### config.mk
export PLATFORM = sky130hd
export DESIGN_NAME = vga_rom_arbiter_flat
export DESIGN_NICKNAME = d
export VERILOG_FILES = /design/src/rtl/vga_rom_arbiter_if.sv /design/src/rtl/vga_rom_arbiter.sv /design/src/flat_wrapper.sv
export SDC_FILE = /design/constraint.sdc
export NUM_CORES = 1
export LEC_CHECK = 0
export CORE_UTILIZATION = 47
export CTS_CLUSTER_DIAMETER = 60
export DETAILED_ROUTE_END_ITERATION = 8
export MAX_ROUTING_LAYER = met4
export PLACE_DENSITY = 0.86
export SETUP_SLACK_MARGIN = 0.05
export SYNTH_ARGS = -nofsm -noshare
export SYNTH_HDL_FRONTEND = slang
export SYNTH_SLANG_ARGS = --single-unit
### constraint.sdc
create_clock -name clk -period 2.85 [get_ports clk]
set_clock_uncertainty 0.1 [all_clocks]
set_input_delay 0.285 -clock clk [delete_from_list [all_inputs] [get_ports clk]]
set_output_delay 0.285 -clock clk [all_outputs]
set_load 0.03 [all_outputs]
### src/rtl/vga_rom_arbiter_if.sv
// Bus bundle between the two ROM requesters, the shared ROM and vga_rom_arbiter.
// slave = arbiter view; master = requester/ROM environment view.
interface vga_rom_arbiter_if #(
    parameter int ADDR_W = 11,
    parameter int DATA_W = 8
);
    logic              req0;
    logic [ADDR_W-1:0] addr0;
    logic              gnt0;
    logic              rvalid0;
    logic [DATA_W-1:0] rdata0;
    logic              req1;
    logic [ADDR_W-1:0] addr1;
    logic              gnt1;
    logic              rvalid1;
    logic [DATA_W-1:0] rdata1;
    logic              rom_rd;
    logic [ADDR_W-1:0] rom_addr;
    logic [DATA_W-1:0] rom_data;

    modport slave (
        input  req0, addr0, req1, addr1, rom_data,
        output gnt0, gnt1, rvalid0, rdata0, rvalid1, rdata1, rom_rd, rom_addr
    );

    modport master (
        output req0, addr0, req1, addr1, rom_data,
        input  gnt0, gnt1, rvalid0, rdata0, rvalid1, rdata1, rom_rd, rom_addr
    );
endinterface

### src/rtl/vga_rom_arbiter.sv
// Shares one synchronous ROM between the VGA pixel fetch (port 0, priority) and an
// auxiliary loader (port 1, starvation-guarded); read data is routed back by owner tag.
module vga_rom_arbiter #(
    parameter int ADDR_W     = 11,
    parameter int DATA_W     = 8,
    parameter int ROM_LAT    = 1,
    parameter int STARVE_MAX = 4
) (
    input  logic               clk,
    input  logic               rst_n,
    vga_rom_arbiter_if.slave   bus
);
    localparam logic [7:0] STARVE_LIM = 8'(STARVE_MAX);

    logic [7:0]        starve_cnt;
    logic              force1;
    logic              gnt0;
    logic              gnt1;
    logic              rom_rd;
    logic [ADDR_W-1:0] rom_addr;
    logic [ROM_LAT:0]  tag_valid;
    logic [ROM_LAT:0]  tag_owner;
    logic              rvalid0;
    logic              rvalid1;
    logic [DATA_W-1:0] rdata0;
    logic [DATA_W-1:0] rdata1;

    // Port 1 wins only when port 0 is idle or port 1 has waited STARVE_MAX cycles.
    always_comb begin
        force1 = bus.req1 && (STARVE_LIM != 8'd0) && (starve_cnt == STARVE_LIM);
        gnt1   = bus.req1 && (!bus.req0 || force1);
        gnt0   = bus.req0 && !gnt1;
    end

    always_ff @(posedge clk or negedge rst_n) begin
        if (!rst_n) begin
            starve_cnt <= 8'd0;
        end else if (gnt1 || !bus.req1) begin
            starve_cnt <= 8'd0;
        end else if (bus.req0 && starve_cnt != STARVE_LIM) begin
            starve_cnt <= starve_cnt + 8'd1;
        end
    end

    always_ff @(posedge clk or negedge rst_n) begin
        if (!rst_n) begin
            rom_rd    <= 1'b0;
            rom_addr  <= '0;
            tag_valid <= '0;
            tag_owner <= '0;
        end else begin
            rom_rd    <= gnt0 || gnt1;
            if (gnt0 || gnt1) begin
                rom_addr <= gnt1 ? bus.addr1 : bus.addr0;
            end
            tag_valid <= {tag_valid[ROM_LAT-1:0], gnt0 || gnt1};
            tag_owner <= {tag_owner[ROM_LAT-1:0], gnt1};
        end
    end

    // The last tag stage lines up with rom_data of the same read.
    always_ff @(posedge clk or negedge rst_n) begin
        if (!rst_n) begin
            rvalid0 <= 1'b0;
            rvalid1 <= 1'b0;
            rdata0  <= '0;
            rdata1  <= '0;
        end else begin
            rvalid0 <= tag_valid[ROM_LAT] && !tag_owner[ROM_LAT];
            rvalid1 <= tag_valid[ROM_LAT] && tag_owner[ROM_LAT];
            if (tag_valid[ROM_LAT] && !tag_owner[ROM_LAT]) begin
                rdata0 <= bus.rom_data;
            end
            if (tag_valid[ROM_LAT] && tag_owner[ROM_LAT]) begin
                rdata1 <= bus.rom_data;
            end
        end
    end

    assign bus.gnt0     = gnt0;
    assign bus.gnt1     = gnt1;
    assign bus.rom_rd   = rom_rd;
    assign bus.rom_addr = rom_addr;
    assign bus.rvalid0  = rvalid0;
    assign bus.rvalid1  = rvalid1;
    assign bus.rdata0   = rdata0;
    assign bus.rdata1   = rdata1;
endmodule

### src/flat_wrapper.sv
// flat-port wrapper written by rule: the top's interface ports become plain ports
module vga_rom_arbiter_flat 
#(
    parameter int ADDR_W     = 11,
    parameter int DATA_W     = 8,
    parameter int ROM_LAT    = 1,
    parameter int STARVE_MAX = 4
)
  (clk, rst_n, bus_req0, bus_addr0, bus_req1, bus_addr1, bus_rom_data, bus_gnt0, bus_gnt1, bus_rvalid0, bus_rdata0, bus_rvalid1, bus_rdata1, bus_rom_rd, bus_rom_addr);
  vga_rom_arbiter_if #(.ADDR_W(ADDR_W), .DATA_W(DATA_W)) bus_i ();
  input  logic clk;
  input  logic rst_n;
  input wire logic [$bits(bus_i.req0)-1:0] bus_req0;
  input wire logic [$bits(bus_i.addr0)-1:0] bus_addr0;
  input wire logic [$bits(bus_i.req1)-1:0] bus_req1;
  input wire logic [$bits(bus_i.addr1)-1:0] bus_addr1;
  input wire logic [$bits(bus_i.rom_data)-1:0] bus_rom_data;
  output wire logic [$bits(bus_i.gnt0)-1:0] bus_gnt0;
  output wire logic [$bits(bus_i.gnt1)-1:0] bus_gnt1;
  output wire logic [$bits(bus_i.rvalid0)-1:0] bus_rvalid0;
  output wire logic [$bits(bus_i.rdata0)-1:0] bus_rdata0;
  output wire logic [$bits(bus_i.rvalid1)-1:0] bus_rvalid1;
  output wire logic [$bits(bus_i.rdata1)-1:0] bus_rdata1;
  output wire logic [$bits(bus_i.rom_rd)-1:0] bus_rom_rd;
  output wire logic [$bits(bus_i.rom_addr)-1:0] bus_rom_addr;
  assign bus_i.req0 = bus_req0;
  assign bus_i.addr0 = bus_addr0;
  assign bus_i.req1 = bus_req1;
  assign bus_i.addr1 = bus_addr1;
  assign bus_i.rom_data = bus_rom_data;
  assign bus_gnt0 = bus_i.gnt0;
  assign bus_gnt1 = bus_i.gnt1;
  assign bus_rvalid0 = bus_i.rvalid0;
  assign bus_rdata0 = bus_i.rdata0;
  assign bus_rvalid1 = bus_i.rvalid1;
  assign bus_rdata1 = bus_i.rdata1;
  assign bus_rom_rd = bus_i.rom_rd;
  assign bus_rom_addr = bus_i.rom_addr;
  vga_rom_arbiter #(.ADDR_W(ADDR_W), .DATA_W(DATA_W), .ROM_LAT(ROM_LAT), .STARVE_MAX(STARVE_MAX)) u_core (.clk(clk), .rst_n(rst_n), .bus(bus_i));
endmodule
Yosys cells after proc, flatten, opt, wreduce, memory -nomap -nowiden
Cells that the tools add are included.

operators by class
  reductions and logical operators = 14
  $add $sub $neg = 1
  equality and inequality tests = 2
  muxes and demuxes = 3

operators by type and width
  kind                 number
  $mux 8               2
  $mux 11              1
  $add 8x1->8 const B  1
  $eq 8x3->1 const B   1
  $ne 8x3->1 const B   1
  $logic_and 1x1->1    6
  $logic_not 1->1      4
  $logic_or 1x1->1     3
  $reduce_bool 2->1    1

word-level totals
  flip-flop bits (word level) = 42
  output and inout port bits = 32
  bits of input ports = 34

Logic depth before layout (Yosys ltp)
Gate-level depths: netlist (run 1).

  depth in word-level cells = 7
  depth in mapped cells = 5
  gate-level depth less buffers = 4

Least setup slack after synthesis (run 1)
No wires, ideal clock.

  path type = flip-flop to output port
  start point = register u_core.starve_cnt[3]
  end point = output port bus_gnt1
  data arrival time = 1.626 ns
  stages on the path, launching flop included = 4
  path slack = 0.839 ns
  path through = dfrtp_1 -> nor4b_4 -> nand3_1 -> a21boi_0

on the way
  cells in the longest elaborated chain, start to end = 4

ends and longest elaborated chain
  item                    RTL line               text
  from (decl)             vga_rom_arbiter.sv:15  logic [7:0] starve_cnt;
  from (signal assigned)  vga_rom_arbiter.sv:41  starve_cnt <= starve_cnt + 8'd1;
  $eq 8x3->1              vga_rom_arbiter.sv:30  force1 = bus.req1 && (STARVE_LIM != 8'd0) && (starve_cnt == STARVE_LIM);
  $logic_and 1x1->1       vga_rom_arbiter.sv:30
  $logic_or 1x1->1        vga_rom_arbiter.sv:31  gnt1 = bus.req1 && (!bus.req0 || force1);
  $logic_and 1x1->1       vga_rom_arbiter.sv:31
  to (decl)               flat_wrapper.sv:19     output wire logic [$bits(bus_i.gnt1)-1:0] bus_gnt1;

No other way between the ends.

Final worst setup path (run 1)
Same ends and word-level chain as after synthesis.

==> flow_metrics.tcl, run 1 <==
set metrics [dict create \
    outcome "finished, final reports clean" \
    fillerInstances 232 \
    final_area_sq_mm 0.00257 \
    grt_max_degree 42 \
    syn_to_final_growth_pct 44.8 \
    cts-resized-gates 0 \
    wl_microns 3790 \
    cts.sinks 41 \
    synth_async_sr_flop_share 1.00 \
    p_leak_nw 1.09 \
    clk_latency_ns 0.29 \
    detailroute.via_count 1320 \
    nets 242 \
    max_slew.worst_pin.slew_ns 0.885 \
    syn_area_sq_mm 0.00177 \
    maxCapViolCount 0 \
    slew_headroom 0.410 \
    clk_pin_slew_worst_paths_ns 0.08 \
    timing_worst_setup_path_type "flip-flop to output port" \
    fp.dieW_microns 63.4 \
    cp.arrival_ns 2.26 \
    synth_warnings 0 \
    drc 0 \
    diodes 0 \
    synth_seq_cells 41 \
    start_kind "flip-flop" \
    place_congestion 0.813 \
    rows 21 \
    hold_class "input port to asynchronous set/reset pin" \
    cts_tree "yes" \
    post_cts_buffers 0 \
    fmax_ghz 0.378 \
    vdd_drop_max_v 0.000320 \
    mostFrequentLayoutCells "clkdlybuf4s50_1 (63), dfrtp_1 (41), nor2_1 (17)" \
    required_ns 2.47 \
    cts_max_level 2 \
    antenna_found_initial 0 \
    wl_per_cell_microns 15.0 \
    ctsHoldBuffers 0 \
    drive_gt1_frac 0.169 \
    layout_commonest_cell "clkdlybuf4s50_1" \
    fin_crit_ns 2.64 \
    syn_area_per_cell_sq_um 12.8 \
    syn_inst 138 \
    setup_tns_ns 0 \
    setup-violations-final 0 \
    hold_viol_final 0 \
    start_util 0.511 \
    synthDistinctLibCells 27 \
    worst_setup_path_end_kind "output port" \
    drtIter0Drc 53 \
    cts.path.max_buffers 2 \
    io_pins 66 \
    min_period_over_period 0.928 \
    dieArea_sq_mm 0.00402 \
    dominantRegCellSynth "dfrtp_1" \
    critPathMaxFanout 5 \
    synth_edf_count 0 \
    dpl.hpwl_microns 2800 \
    viasPerCell 5.22 \
    die_h_microns 63.4 \
    report.final.slew_viol_count 0 \
    grt_usage 0.215 \
    grt_overflow 0 \
    first_global_vias 1411 \
    cts_buffers 5 \
    rsz0062_at_grt "false" \
    power_density_mw_per_mm2 586 \
    core_area_sq_mm 0.00347 \
    placed_area_sq_mm 0.00245 \
    dr.pass1.iters 4 \
    io_buffers 65 \
    antenna_left 0 \
    root_buffer "clkbuf_8" \
    grt_pass1_wl_microns 6420 \
    syn_nets 174 \
    ys_seq_area_frac 0.579 \
]
==> area by class of cell <==
type / count / area [sq um] / share of cell area
flip-flops and latches: 41 / 1030 / 0.400
multi-input cells: 85 / 688 / 0.268
repair buffers: 67 / 658 / 0.256
clock buffers: 5 / 68.8 / 0.0268
well taps: 46 / 57.6 / 0.0224
clock inverters: 3 / 46.3 / 0.0180
inverters: 6 / 22.5 / 0.00877
==> flip-flops by register name (all words and copies together) (netlist names) <==
register and cells:
u_core.starve_cnt 8, u_core.bus.rom_addr 11, u_core.tag_owner 2, u_core.tag_valid 2, u_core.bus.rvalid0 1, u_core.bus.rdata1 8, u_core.bus.rvalid1 1, u_core.bus.rdata0 8
==> kinds of logic (layout without fill, tap and decap cells) <==
logic type      count (synthesis)  in the layout  synth area share
flops                          41             41             0.579
simple gates                   33             33            0.0967
mux                            27             27             0.164
compound gates                 20             20            0.0988
buf+inv                        12             81            0.0332
xor+xnor                        3              3            0.0148
fa+ha+maj                       2              2            0.0141
==> synthesized netlist by cell type, types with 3 or more instances <==
cell / instances / area share
dfrtp_1: 41 / 0.58
nor2_1: 17 / 0.036
mux2_2: 16 / 0.10
mux2i_1: 11 / 0.062
a221o_1: 9 / 0.051
inv_1: 6 / 0.013
nand3_1: 5 / 0.014
a21oi_1: 3 / 0.0085
nand2_1: 3 / 0.0064
o21ai_0: 3 / 0.0085
or3_1: 3 / 0.011
==> routing by layer <==
metal  global-route usage  vias to the layer above  wire, microns
met5                    -                        -              0
met4               0.0511                        0             48
met3               0.0707                        6            263
met2                0.360                       57           1870
met1                0.249                      626           1620
li1                     -                      631              -
==> metrics by stage <==
stage / utilization / hold slack [ns] / instances / total power, mW / worst slack (ns)
2_1_floorplan: - / -0.111 / 138 / 0.870 / 0.839
3_3_place_gp: 0.707 / 0.263 / 245 / 1.05 / 0.632
3_5_place_dp: 0.707 / 0.244 / 245 / 1.06 / 0.504
4_1_cts: 0.740 / 0.0350 / 253 / 1.52 / 0.177
5_1_grt: 0.740 / 0.0731 / 253 / 1.58 / 0.0761
6_report: 0.740 / 0.0109 / 253 / 1.51 / 0.206
==> final timing paths <==
check | start | to | slack [ns] | cells past startpoint
max in group asynchronous | rst_n | u_core.starve_cnt[1] | 2.09 | 1
setup reg to reg | u_core.starve_cnt[3] | u_core.bus.rom_addr[1] | 0.97 | 3
setup / recovery | u_core.starve_cnt[3] | bus_gnt1 | 0.21 | 4
hold / removal | rst_n | u_core.bus.rdata1[3] | 0.01 | 1
hold reg to reg | u_core.tag_owner[0] | u_core.tag_owner[1] | 0.26 | 0
min in group clk | u_core.tag_owner[0] | u_core.tag_owner[1] | 0.26 | 0
==> power breakdown <==
| part | internal, mW | total [mW] | switching, mW |
|---|---|---|---|
| Combinational | 0.184 | 0.378 | 0.194 |
| Clock | 0.262 | 0.461 | 0.200 |
| Sequential | 0.636 | 0.666 | 0.0296 |
==> critical path, cell delays in order, from the launching register on <==
cell and delay [ns]:
dfrtp_1 0.46, nor4b_4 0.37, nand3_1 0.11, a21boi_0 0.30
clkdlybuf4s50_1 0.73
No activity file was read; power rests on OpenSTA's default activity.
==> run 2: changes to the inputs <==
--- a/config.mk
+++ b/config.mk
@@ -5,6 +5,7 @@
 export SDC_FILE = /design/constraint.sdc
 export NUM_CORES = 1
 export LEC_CHECK = 0
+export CORE_ASPECT_RATIO = 1.5
 export CORE_UTILIZATION = 47
 export CTS_CLUSTER_DIAMETER = 60
 export DETAILED_ROUTE_END_ITERATION = 8
==> run 2 against run 1 <==
Maximum frequency increased by 2.0%. Combinational power about the same. Wire length increased by 1.3%. Highest routed layer unchanged. Non-clock buffer count unchanged. Register-to-register slack about the same. Critical endpoint unchanged. Global-route usage increased by 0.19 points. Cell area decreased by 1.5%.
==> flow_metrics.tcl, run 2 (synthesized netlist as in run 1, its figures left out) <==
set metrics [dict create \
    grt_overflow 0 \
    worst_setup_path_end_kind "output port" \
    finalPower_mw 1.39 \
    outcome "finished, final reports clean" \
    antenna_found_initial 0 \
    grt_max_degree 42 \
    diodes 0 \
    cp_top_family "buffers and inverters" \
    mostFrequentLayoutCells "clkdlybuf4s50_1 (63), dfrtp_1 (41), nor2_1 (17)" \
    clk_latency_ns 0.28 \
    cpPeakStageDelay_ns 0.72 \
    utilization 0.693 \
    cts_buffers 5 \
    timing_worst_setup_path_type "flip-flop to output port" \
    core_area_sq_mm 0.00365 \
    largest_register "u_core.bus.rom_addr" \
    setup_tns_ns 0 \
    io_pins 66 \
    cts-resized-gates 0 \
    fin_crit_ns 2.59 \
    root_buffer "clkbuf_8" \
    drc 0 \
    rsz0062_at_grt "false" \
    placed_area_sq_mm 0.00245 \
    grt_pass1_wl_microns 6210 \
    first_global_vias 1367 \
    dr.pass1.iters 6 \
    hold_class "input port to asynchronous set/reset pin" \
    fmax_ghz 0.386 \
    drive_gt1_frac 0.155 \
    max_slew.worst_pin.slew_ns 0.881 \
    io_buffers 65 \
    start_util 0.486 \
    critPathMaxFanout 5 \
    start_kind "flip-flop" \
    clk_pin_slew_worst_paths_ns 0.07 \
    layout_commonest_cell "clkdlybuf4s50_1" \
    regArea_sq_mm 0.00103 \
    cp.arrival_ns 2.21 \
    path_cells "nor4b_4, nand3_1, a21boi_0, clkdlybuf4s50_1" \
    cts.path.max_buffers 2 \
    setup-violations-final 0 \
    viasPerCell 5.48 \
    power_density_mw_per_mm2 549 \
    detailroute.via_count 1369 \
    antenna_left 0 \
    vdd_drop_max_v 0.000361 \
    cp_num_buf_inv 1 \
    cts.sinks 41 \
    fp.dieW_microns 52.2 \
    place_congestion 0.712 \
    wl_per_cell_microns 15.4 \
    min_period_over_period 0.909 \
    nets 242 \
    required_ns 2.47 \
    syn_to_final_growth_pct 42.6 \
    maxCapViolCount 0 \
    rows 27 \
    dieArea_sq_mm 0.00403 \
    p_leak_nw 1.07 \
    rrSetupSlack_ns 0.97 \
    dpl.hpwl_microns 2900 \
    grt_usage 0.217 \
    ctsHoldBuffers 0 \
    largest_reg_flops 11 \
    drtIter0Drc 30 \
    cts_max_level 2 \
    holdWs_ns 0.0218 \
    crit_path_top_delay_cell "clkdlybuf4s50_1" \
    fillerInstances 277 \
    wl_microns 3840 \
    die_h_microns 77.2 \
    final_area_sq_mm 0.00253 \
    report.final.slew_viol_count 0 \
    multi_input_area_sq_um 688 \
    slew_headroom 0.413 \
    post_cts_buffers 0 \
    hold_viol_final 0 \
    cts_tree "yes" \
]
[run 2: final cells by class]
| type | count | area share |
|---|---|---|
| repair buffers | 67 | 0.260 |
| multi-input cells | 85 | 0.272 |
| clock buffers | 8 | 0.0317 |
| well taps | 43 | 0.0213 |
| inverters | 6 | 0.00891 |
| flip-flops and latches | 41 | 0.406 |
[run 2: worst paths after layout]
check,startpoint,depth (start not counted),to
worst max-delay path,u_core.starve_cnt[3],4,bus_gnt1
worst min-delay path,rst_n,1,u_core.starve_cnt[7]
worst max register to register,u_core.starve_cnt[3],3,u_core.bus.rom_addr[0]
worst min register to register,u_core.tag_owner[0],0,u_core.tag_owner[1]
max in group asynchronous,rst_n,1,u_core.bus.rdata1[5]
min in group clk,u_core.tag_owner[0],0,u_core.tag_owner[1]
[run 2: where the power goes]
part | switching, mW | internal (mW) | leakage, nW
logic | 0.193 | 0.184 | 0.533
clock network | 0.171 | 0.174 | 0.0395
registers | 0.0292 | 0.637 | 0.501
total | 0.394 | 0.995 | 1.07
[run 2: routing by layer]
layer,part of all wire,vias to the layer above,global-route usage
li1,-,631,-
met1,0.38,657,0.232
met2,0.53,71,0.368
met3,0.074,10,0.0516
met4,0.023,0,0.0974
met5,0,-,-
[run 2: through the flow]
step | std cells | setup slack [ns]
finish | 250 | 0.259
global route | 250 | 0.112
CTS | 250 | 0.232
detailed placement | 242 | 0.565
global placement | 242 | 0.611
floorplan | 138 | 0.839
==> run 3: changes to the inputs <==
--- a/config.mk
+++ b/config.mk
@@ -9,6 +9,7 @@
 export CORE_UTILIZATION = 47
 export CTS_CLUSTER_DIAMETER = 60
 export DETAILED_ROUTE_END_ITERATION = 8
+export GPL_ROUTABILITY_DRIVEN = 0
 export MAX_ROUTING_LAYER = met4
 export PLACE_DENSITY = 0.86
 export SETUP_SLACK_MARGIN = 0.05
==> results of run 3 <==
The final DEF is identical to that of run 2; final timing and power are the same.
